<file path="src/rtl/sram_seq_pkg.sv">
// Shared types and constants for the word-to-byte SRAM sequencer.
package sram_seq_pkg;

  localparam int BYTES_PER_WORD = 4;
  localparam int SRAM_DATA_W    = 8;

  typedef logic [1:0] lane_t;
  typedef logic [2:0] state_t;

  localparam state_t IDLE      = 3'd0;
  localparam state_t WRITE     = 3'd1;
  localparam state_t READ      = 3'd2;
  localparam state_t READ_WAIT = 3'd3;
  localparam state_t DONE      = 3'd4;

  function automatic logic [BYTES_PER_WORD-1:0] lane_bit(input lane_t l);
    logic [BYTES_PER_WORD-1:0] m;
    m    = '0;
    m[l] = 1'b1;
    return m;
  endfunction

endpackage

</file>
<file path="src/rtl/sram_rd_lat_pipe.sv">
// Delays each issued read lane tag by the macro read latency so the returning
// byte can be steered into the right slot of the assembly word.
module sram_rd_lat_pipe
  import sram_seq_pkg::*;
#(
  parameter int RD_LAT = 1
) (
  input  logic  clk,
  input  logic  rst,
  input  logic  issue_valid,
  input  lane_t issue_lane,
  output logic  cap_valid,
  output lane_t cap_lane
);

  logic [RD_LAT-1:0] vld_sr;
  lane_t             lane_sr [RD_LAT];

  always_ff @(posedge clk) begin
    if (rst) begin
      vld_sr <= '0;
      for (int i = 0; i < RD_LAT; i++) begin
        lane_sr[i] <= '0;
      end
    end else begin
      vld_sr[0]  <= issue_valid;
      lane_sr[0] <= issue_lane;
      for (int i = 1; i < RD_LAT; i++) begin
        vld_sr[i]  <= vld_sr[i-1];
        lane_sr[i] <= lane_sr[i-1];
      end
    end
  end

  assign cap_valid = vld_sr[RD_LAT-1];
  assign cap_lane  = lane_sr[RD_LAT-1];

endmodule

</file>
<file path="src/rtl/sram_word_sequencer.sv">
// Bridges the picorv32 32-bit native memory port onto an 8-bit OpenRAM macro,
// splitting each access into four byte cycles and returning a one-cycle ready.
module sram_word_sequencer
  import sram_seq_pkg::*;
#(
  parameter int ADDR_W = 10,
  parameter int RD_LAT = 1
) (
  input  logic                   clk,
  input  logic                   rst,
  input  logic                   mem_valid,
  input  logic                   mem_instr,
  input  logic [31:0]            mem_addr,
  input  logic [31:0]            mem_wdata,
  input  logic [3:0]             mem_wstrb,
  output logic                   mem_ready,
  output logic [31:0]            mem_rdata,
  output logic                   sram_csb0,
  output logic                   sram_web0,
  output logic [ADDR_W-1:0]      sram_addr0,
  output logic [SRAM_DATA_W-1:0] sram_din0,
  input  logic [SRAM_DATA_W-1:0] sram_dout0
);

  state_t                    state;
  lane_t                     lane;
  logic [ADDR_W-3:0]         word_addr;
  logic [31:0]               wdata_q;
  logic [BYTES_PER_WORD-1:0] wstrb_q;
  logic [31:0]               asm_word;
  logic [BYTES_PER_WORD-1:0] got_mask;
  logic [BYTES_PER_WORD-1:0] got_next;
  logic                      issue_rd;
  logic                      cap_valid;
  lane_t                     cap_lane;
  logic                      accept;
  logic                      unused_bits;

  // Word-offset and out-of-range address bits are dropped, so addresses alias.
  assign unused_bits = ^{mem_instr, mem_addr[31:ADDR_W], mem_addr[1:0]};

  assign accept   = (state == IDLE) && mem_valid;
  assign issue_rd = (state == READ);

  sram_rd_lat_pipe #(
    .RD_LAT (RD_LAT)
  ) u_rd_lat_pipe (
    .clk         (clk),
    .rst         (rst),
    .issue_valid (issue_rd),
    .issue_lane  (lane),
    .cap_valid   (cap_valid),
    .cap_lane    (cap_lane)
  );

  always_comb begin
    got_next = got_mask;
    if (cap_valid) begin
      got_next = got_mask | lane_bit(cap_lane);
    end
  end

  always_ff @(posedge clk) begin
    if (rst) begin
      asm_word <= '0;
      got_mask <= '0;
    end else if (accept) begin
      asm_word <= '0;
      got_mask <= '0;
    end else if (cap_valid) begin
      asm_word[{cap_lane, 3'b000} +: SRAM_DATA_W] <= sram_dout0;
      got_mask <= got_next;
    end
  end

  // Macro strobes default to idle each cycle; only WRITE/READ pull them low.
  always_ff @(posedge clk) begin
    if (rst) begin
      state      <= IDLE;
      lane       <= '0;
      word_addr  <= '0;
      wdata_q    <= '0;
      wstrb_q    <= '0;
      mem_ready  <= 1'b0;
      mem_rdata  <= '0;
      sram_csb0  <= 1'b1;
      sram_web0  <= 1'b1;
      sram_addr0 <= '0;
      sram_din0  <= '0;
    end else begin
      mem_ready <= 1'b0;
      mem_rdata <= '0;
      sram_csb0 <= 1'b1;
      sram_web0 <= 1'b1;
      case (state)
        IDLE: begin
          if (mem_valid) begin
            word_addr <= mem_addr[ADDR_W-1:2];
            wdata_q   <= mem_wdata;
            wstrb_q   <= mem_wstrb;
            lane      <= '0;
            state     <= (mem_wstrb != 4'h0) ? WRITE : READ;
          end
        end
        WRITE: begin
          // Disabled lanes still take their slot so write latency is fixed.
          sram_addr0 <= {word_addr, lane};
          sram_din0  <= wdata_q[{lane, 3'b000} +: SRAM_DATA_W];
          sram_web0  <= 1'b0;
          sram_csb0  <= ~wstrb_q[lane];
          lane       <= lane + 2'd1;
          if (lane == 2'd3) begin
            state <= DONE;
          end
        end
        READ: begin
          sram_addr0 <= {word_addr, lane};
          sram_csb0  <= 1'b0;
          lane       <= lane + 2'd1;
          if (lane == 2'd3) begin
            state <= READ_WAIT;
          end
        end
        READ_WAIT: begin
          if (got_next == '1) begin
            state <= DONE;
          end
        end
        DONE: begin
          mem_ready <= 1'b1;
          mem_rdata <= (wstrb_q != 4'h0) ? 32'h0 : asm_word;
          state     <= IDLE;
        end
        default: begin
          state <= IDLE;
        end
      endcase
    end
  end

endmodule

</file>
<file path="config.mk">
export PLATFORM = sky130hd
export DESIGN_NAME = sram_word_sequencer
export DESIGN_NICKNAME = d
export VERILOG_FILES = /design/src/rtl/sram_seq_pkg.sv /design/src/rtl/sram_rd_lat_pipe.sv /design/src/rtl/sram_word_sequencer.sv
export SDC_FILE = /design/constraint.sdc
export NUM_CORES = 1
export LEC_CHECK = 0
export ABC_AREA = 1
export CORE_ASPECT_RATIO = 1.4
export CORE_MARGIN = 2
export CORE_UTILIZATION = 34
export DETAILED_ROUTE_END_ITERATION = 7
export DONT_BUFFER_PORTS = 1
export PLACE_DENSITY = 0.45
export SLEW_MARGIN = 20
export SYNTH_ARGS = -nofsm -noshare
export SYNTH_HDL_FRONTEND = slang
export SYNTH_HIERARCHICAL = 1
export SYNTH_SLANG_ARGS = --single-unit
</file>
<file path="constraint.sdc">
create_clock -name clk -period 1.91 [get_ports clk]
set_input_delay 0.2865 -clock clk [delete_from_list [all_inputs] [get_ports clk]]
set_output_delay 0.2865 -clock clk [all_outputs]
set_load 0.01 [all_outputs]
</file>
Word level (Yosys, flattened, before mapping):

Memory sizes are Yosys's and may differ from the RTL's.
Index checks and enable logic that the tools add are counted.
Widths: inputs -> output; s select.

* bits in registers: 139
* RAM bits: 2
* memories: 1

Memory list
* u_rd_lat_pipe.lane_sr: depth 1, bits a word 2, read ports 1, clocked after Yosys merged registers in 0, write ports 1, RTL line sram_rd_lat_pipe.sv:17 `lane_t lane_sr [RD_LAT];`

* add/subtract/negate cells: 2
* order comparisons: 3
* equal/unequal tests: 10
* shifts and indexed selects: 3
* mux-type cells: 22
* bitwise operators: 3
* reductions and logical operators: 13

Operators by type and width (count)
* $bwmux 32: 1
* $shift 8x7->32 const A: 1
* $shiftx 32x6->8: 1
* $shiftx 8x7->32: 1
* $mux 3: 4
* $pmux 3 s4: 1
* $mux 1: 8
* $ne 2x2->1 const B: 4
* $reduce_bool 4->1: 2
* $neg 5->7: 1
* $eq 3x2->1 const B: 2
* $lt 2x3->1 const B: 2
* $mux 2: 3
* $reduce_or 2->1: 3
* $eq 4x4->1 const B: 1
* $mux 4: 1
* $or 4x4->4: 1
* $pmux 2 s2: 1
* $reduce_and 2->1: 2
* $reduce_and 4->1: 1
* $eq 3x1->1 const B: 1
* $eq 3x3->1 const B: 1
* $logic_not 3->1: 1
* $reduce_or 3->1: 1
* other kinds (9): 11

Longest topological paths before layout:

Gate-level depths: netlist of the first run.

* word-level depth: 9
* depth in mapped cells: 9
* gate-level depth less buffers: 9

Modules after synthesis:

The synthesis of the first run kept the hierarchy.

By module, submodules not included
* sram_word_sequencer: times used 1, cells an instance 654, area each 5236.3 µm², seq. area each 2762.6 µm²
* sram_rd_lat_pipe: times used 1, cells an instance 9, area each 82.6 µm², seq. area each 60.1 µm²

Worst setup path after synthesis of the first run:

OpenSTA, ideal clock, no wires.

* kind: flip-flop to flip-flop
* from: memory u_rd_lat_pipe/lane_sr[0][0] (netlist bit)
* to: register asm_word[10]
* library setup time: 0.070 ns
* arrival time: 1.581 ns
* data required time: 1.840 ns
* setup slack: 0.259 ns
* stages on the path, launching flop included: 7
* clock period less this slack: 1.651 ns
* cell sequence: dfxtp_1 inv_1 ha_1 inv_1 nor2_1 nand3_1 a21oi_1

* word-level cells in the longest chain between the ends: 4
* elaborated cells between the ends (all ways): 5
* classes of those cells: add/sub (1); shift (2); mux (1); memory (1)

Ends and longest elaborated chain
* start: declaration: RTL line sram_rd_lat_pipe.sv:17
* $mem_v2 1x2 *
* $neg 5->7 *: RTL line sram_word_sequencer.sv:71 `asm_word[{cap_lane, 3'b000} +: SRAM_DATA_W] <= sram_dout0;`
* $shiftx 8x7->32 or $shift 8x7->32 (tied branches): RTL line sram_word_sequencer.sv:71
* $bwmux 32 *: RTL line sram_word_sequencer.sv:71
* end signal: indexed assignment: RTL line sram_word_sequencer.sv:71
* end: declaration: RTL line sram_word_sequencer.sv:30 `logic [31:0] asm_word;`

Every way passes the cells marked *; elsewhere a longest branch is shown, timed or not.
A chain may end at the register's enable or synchronous reset.

Worst setup path in the final report of the first run:

* from: memory u_rd_lat_pipe/lane_sr[0][1] (netlist bit)
* to: register asm_word[21]

The elaborated chain is that of the path after synthesis.

==> key figures, run 1 <==
Global route
  – Initial antenna violation count: 0
  – Global-route wire length before repair: 20200 um
  – Vias in the first global route: 3956
  – GRT overflow: 0
  – All-layer global routing usage: 15.7%
  – Pin count of the biggest net entering global routing: 69

CTS
  – Clock Latency Late Sink: around 420 ps
  – CTS Sinks: about 140
  – CTS tree: done
  – Root buf cell: clkbuf_16
  – TritonCTS buffer count: 17
  – Reg clk slew, reported paths: about 60 ps
  – Htree depth: 4
  – Clk buf depth: 2

Run
  – Maximum capacitance violations: 0

Die
  – Die Area: about 17000 sq um
  – Site Rows: 54
  – Chip height: 152 um
  – Core Footprint: around 15000 sq um
  – Chip Width: 110 um
  – Initial Utilization: around 34%
  – I/O Pins: 133

Drt
  – # DRC: 0
  – Via density: 4.76
  – Routed WL per cell: 14.3 um
  – Drt pass-1 iters: 4
  – Final WL: 12400 um
  – Routed vias: 4140
  – 1st-iter DRT viols: between 100 and 150
  – Routed Antenna Nets: 0

Final layout
  – Area Growth Syn to Fin: 14.3%
  – Commonest cells after routing, fill and taps aside: dfxtp_1, a21oi_1, inv_1, nand2_1, nor2_1
  – Most common cell after layout, fill and taps aside: dfxtp_1
  – NumNets Final: 750
  – ANT cells: 0
  – Share of cells above drive strength 1: 8.46%

Synth
  – Post-synthesis sequential area ratio: 53.1%
  – Post-synth net total: 752
  – Seq cells post-synth: between 100 and 150
  – Mapped Cells: 663
  – Post-Synthesis Cell Area: between 5000 and 6000 sq um
  – Yosys cell types: 25
  – Ys Warns: 6
  – Syn avg cell area: 8.02 sq um

Worst hold path
  – Worst Hold Class: input port to flop

STA
  – Max-slew headroom: 68.3%
  – Worst Max-Slew Pin Slew: 474 ps
  – Fmax: roughly 580 MHz
  – Tcrit/Tclk final: 90.8%
  – Clk_skew: 7.70 ps
  – Post-route worst hold slack: ~24 ps
  – RSZ-0062 raised after global routing: no
  – Final Setup Violations: 0
  – Fin crit period: 1730 ps
  – Final Hold Fails: 0
  – Slew Limit Fails: 0
  – Setup TNS Final: 0 ps

Status
  – Status: complete, no violations

Worst setup path
  – Arrival time at the worst endpoint: 2060 ps
  – CP max FO: 8
  – Critical Path Sink Type: flop
  – CP Class: flop to flop
  – Crit path launch type: flop
  – WP data required: 2240 ps

Power
  – Peak supply drop: 0.527 mV
  – Leakage Power: ~2.2 nW
  – Power density cells: 1500 nW/um^2

Place
  – Port-buffer cells: 0
  – Hpwl dp: roughly 8600 um
  – Routability Congestion: around 0.79
==> sequential cells by signal, indices dropped and copies added (netlist names) <==
register,count
asm_word,32
mem_rdata,32
wdata_q,32
sram_addr0,10
sram_din0,8
word_addr,8
got_mask,4
wstrb_q,4
state,3
lane,2
u_rd_lat_pipe/lane_sr,2
mem_ready,1
sram_csb0,1
sram_web0,1
u_rd_lat_pipe/cap_valid,1
==> logic make-up after synthesis <==
group | Yosys count | synth area share, %
compound gates | 170 | 17.1
fa+ha+maj | 9 | 2.12
buf+inv | 122 | 9.76
flops | 141 | 53.1
simple gates | 221 | 17.9
==> per-stage QoR <==
step                util [%]  setup slack (ps)  instance area [sq um]  cells  power (mW)
floorplan                  -               259                   5320    663        5.53
global placement        35.4               268                   5480    837        5.94
detailed placement      35.4               211                   5480    837        5.99
CTS                     39.3               178                   6080    870        9.24
global route            39.3              31.6                   6080    870        9.70
finish                  39.3               176                   6080    870        9.10
==> Yosys cell counts <==
cell type / n / area [sq um]
a21oi_1: 93 / 465
inv_4: 1 / 6.26
nor3_2: 1 / 10.0
o21ai_0: 54 / 270
a22oi_1: 12 / 90.1
nand3_1: 56 / 280
nand2_1: 80 / 300
nor2_1: 74 / 278
a21oi_2: 2 / 17.5
o21a_1: 7 / 52.6
nand2_2: 5 / 31.3
buf_2: 14 / 70.1
nor3_1: 2 / 10.0
o21bai_1: 1 / 7.51
inv_1: 81 / 304
buf_4: 3 / 22.5
inv_2: 2 / 7.51
buf_6: 4 / 45.0
nand2_4: 2 / 22.5
ha_1: 9 / 113
clkbuf_1: 13 / 48.8
a211oi_1: 1 / 7.51
clkinv_1: 4 / 15.0
nor4_4: 1 / 21.3
dfxtp_1: 141 / 2820
==> power breakdown <==
group | total [mW] | leakage (nW) | switching (mW) | internal (mW)
Clock | 3.19 | 0.279 | 1.21 | 1.98
Combinational | 2.16 | 0.815 | 1.49 | 0.669
Sequential | 3.75 | 1.15 | 0.344 | 3.41
Total | 9.10 | 2.24 | 3.04 | 6.06
==> worst max-delay path, stage by stage, from the launching register on <==
cell and delay (ps):
dfxtp_1 400, inv_1 110, ha_1 340, inv_1 80, nor3_2 410, nand3_1 140
a21oi_1 170
==> what timing repair did <==
| item | CTS | global route |
|---|---|---|
| hold endpoints to repair | 29 | 0 |
| buffers inserted | 0 | 0 |
| resized for setup | 0 | 0 |
| hold buffers | 1 | 0 |
==> layout make-up <==
type / instances / area, sq um
Sequential cell: 141 / 2820
Fill cell: 1623 / 9400
Clock inverter: 11 / 116
Clock buffer: 21 / 460
Inverter: 88 / 333
Timing Repair Buffer: 13 / 123
Multi-Input combinational cell: 400 / 1980
Tap cell: 196 / 245
==> metal layers <==
metal | track usage, % | vias to the layer above | routed length, um
met5 | 0 | - | 0
met4 | 7.05 | 0 | 284
met3 | 5.41 | 25 | 830
met2 | 26.4 | 112 | 6310
li1 | - | 2136 | -
met1 | 17.5 | 1867 | 5010
==> worst paths after layout <==
check | end | slack [ps] | from | depth (start not counted)
min reg2reg | mem_rdata[16]$_SDFF_PP0_ | 430 | asm_word[16]$_SDFFE_PP0P_ | 2
max | asm_word[21]$_SDFFE_PP0P_ | 180 | u_rd_lat_pipe/lane_sr[0][1]$_SDFF_PP0_ | 6
min | state[0]$_SDFFE_PP0P_ | 20 | rst | 3
max reg2reg | asm_word[21]$_SDFFE_PP0P_ | 180 | u_rd_lat_pipe/lane_sr[0][1]$_SDFF_PP0_ | 6
Power figures use the tool's default switching activity.
==> run 2, diff against run 1 <==
--- a/config.mk
+++ b/config.mk
@@ -11,7 +11,9 @@
 export CORE_UTILIZATION = 34
 export DETAILED_ROUTE_END_ITERATION = 7
 export DONT_BUFFER_PORTS = 1
+export GPL_TIMING_DRIVEN = 1
 export PLACE_DENSITY = 0.45
+export SETUP_SLACK_MARGIN = 0.02
 export SLEW_MARGIN = 20
 export SYNTH_ARGS = -nofsm -noshare
 export SYNTH_HDL_FRONTEND = slang
==> results of run 2 <==
No change in the layout: final DEF, timing and power equal those of run 1.
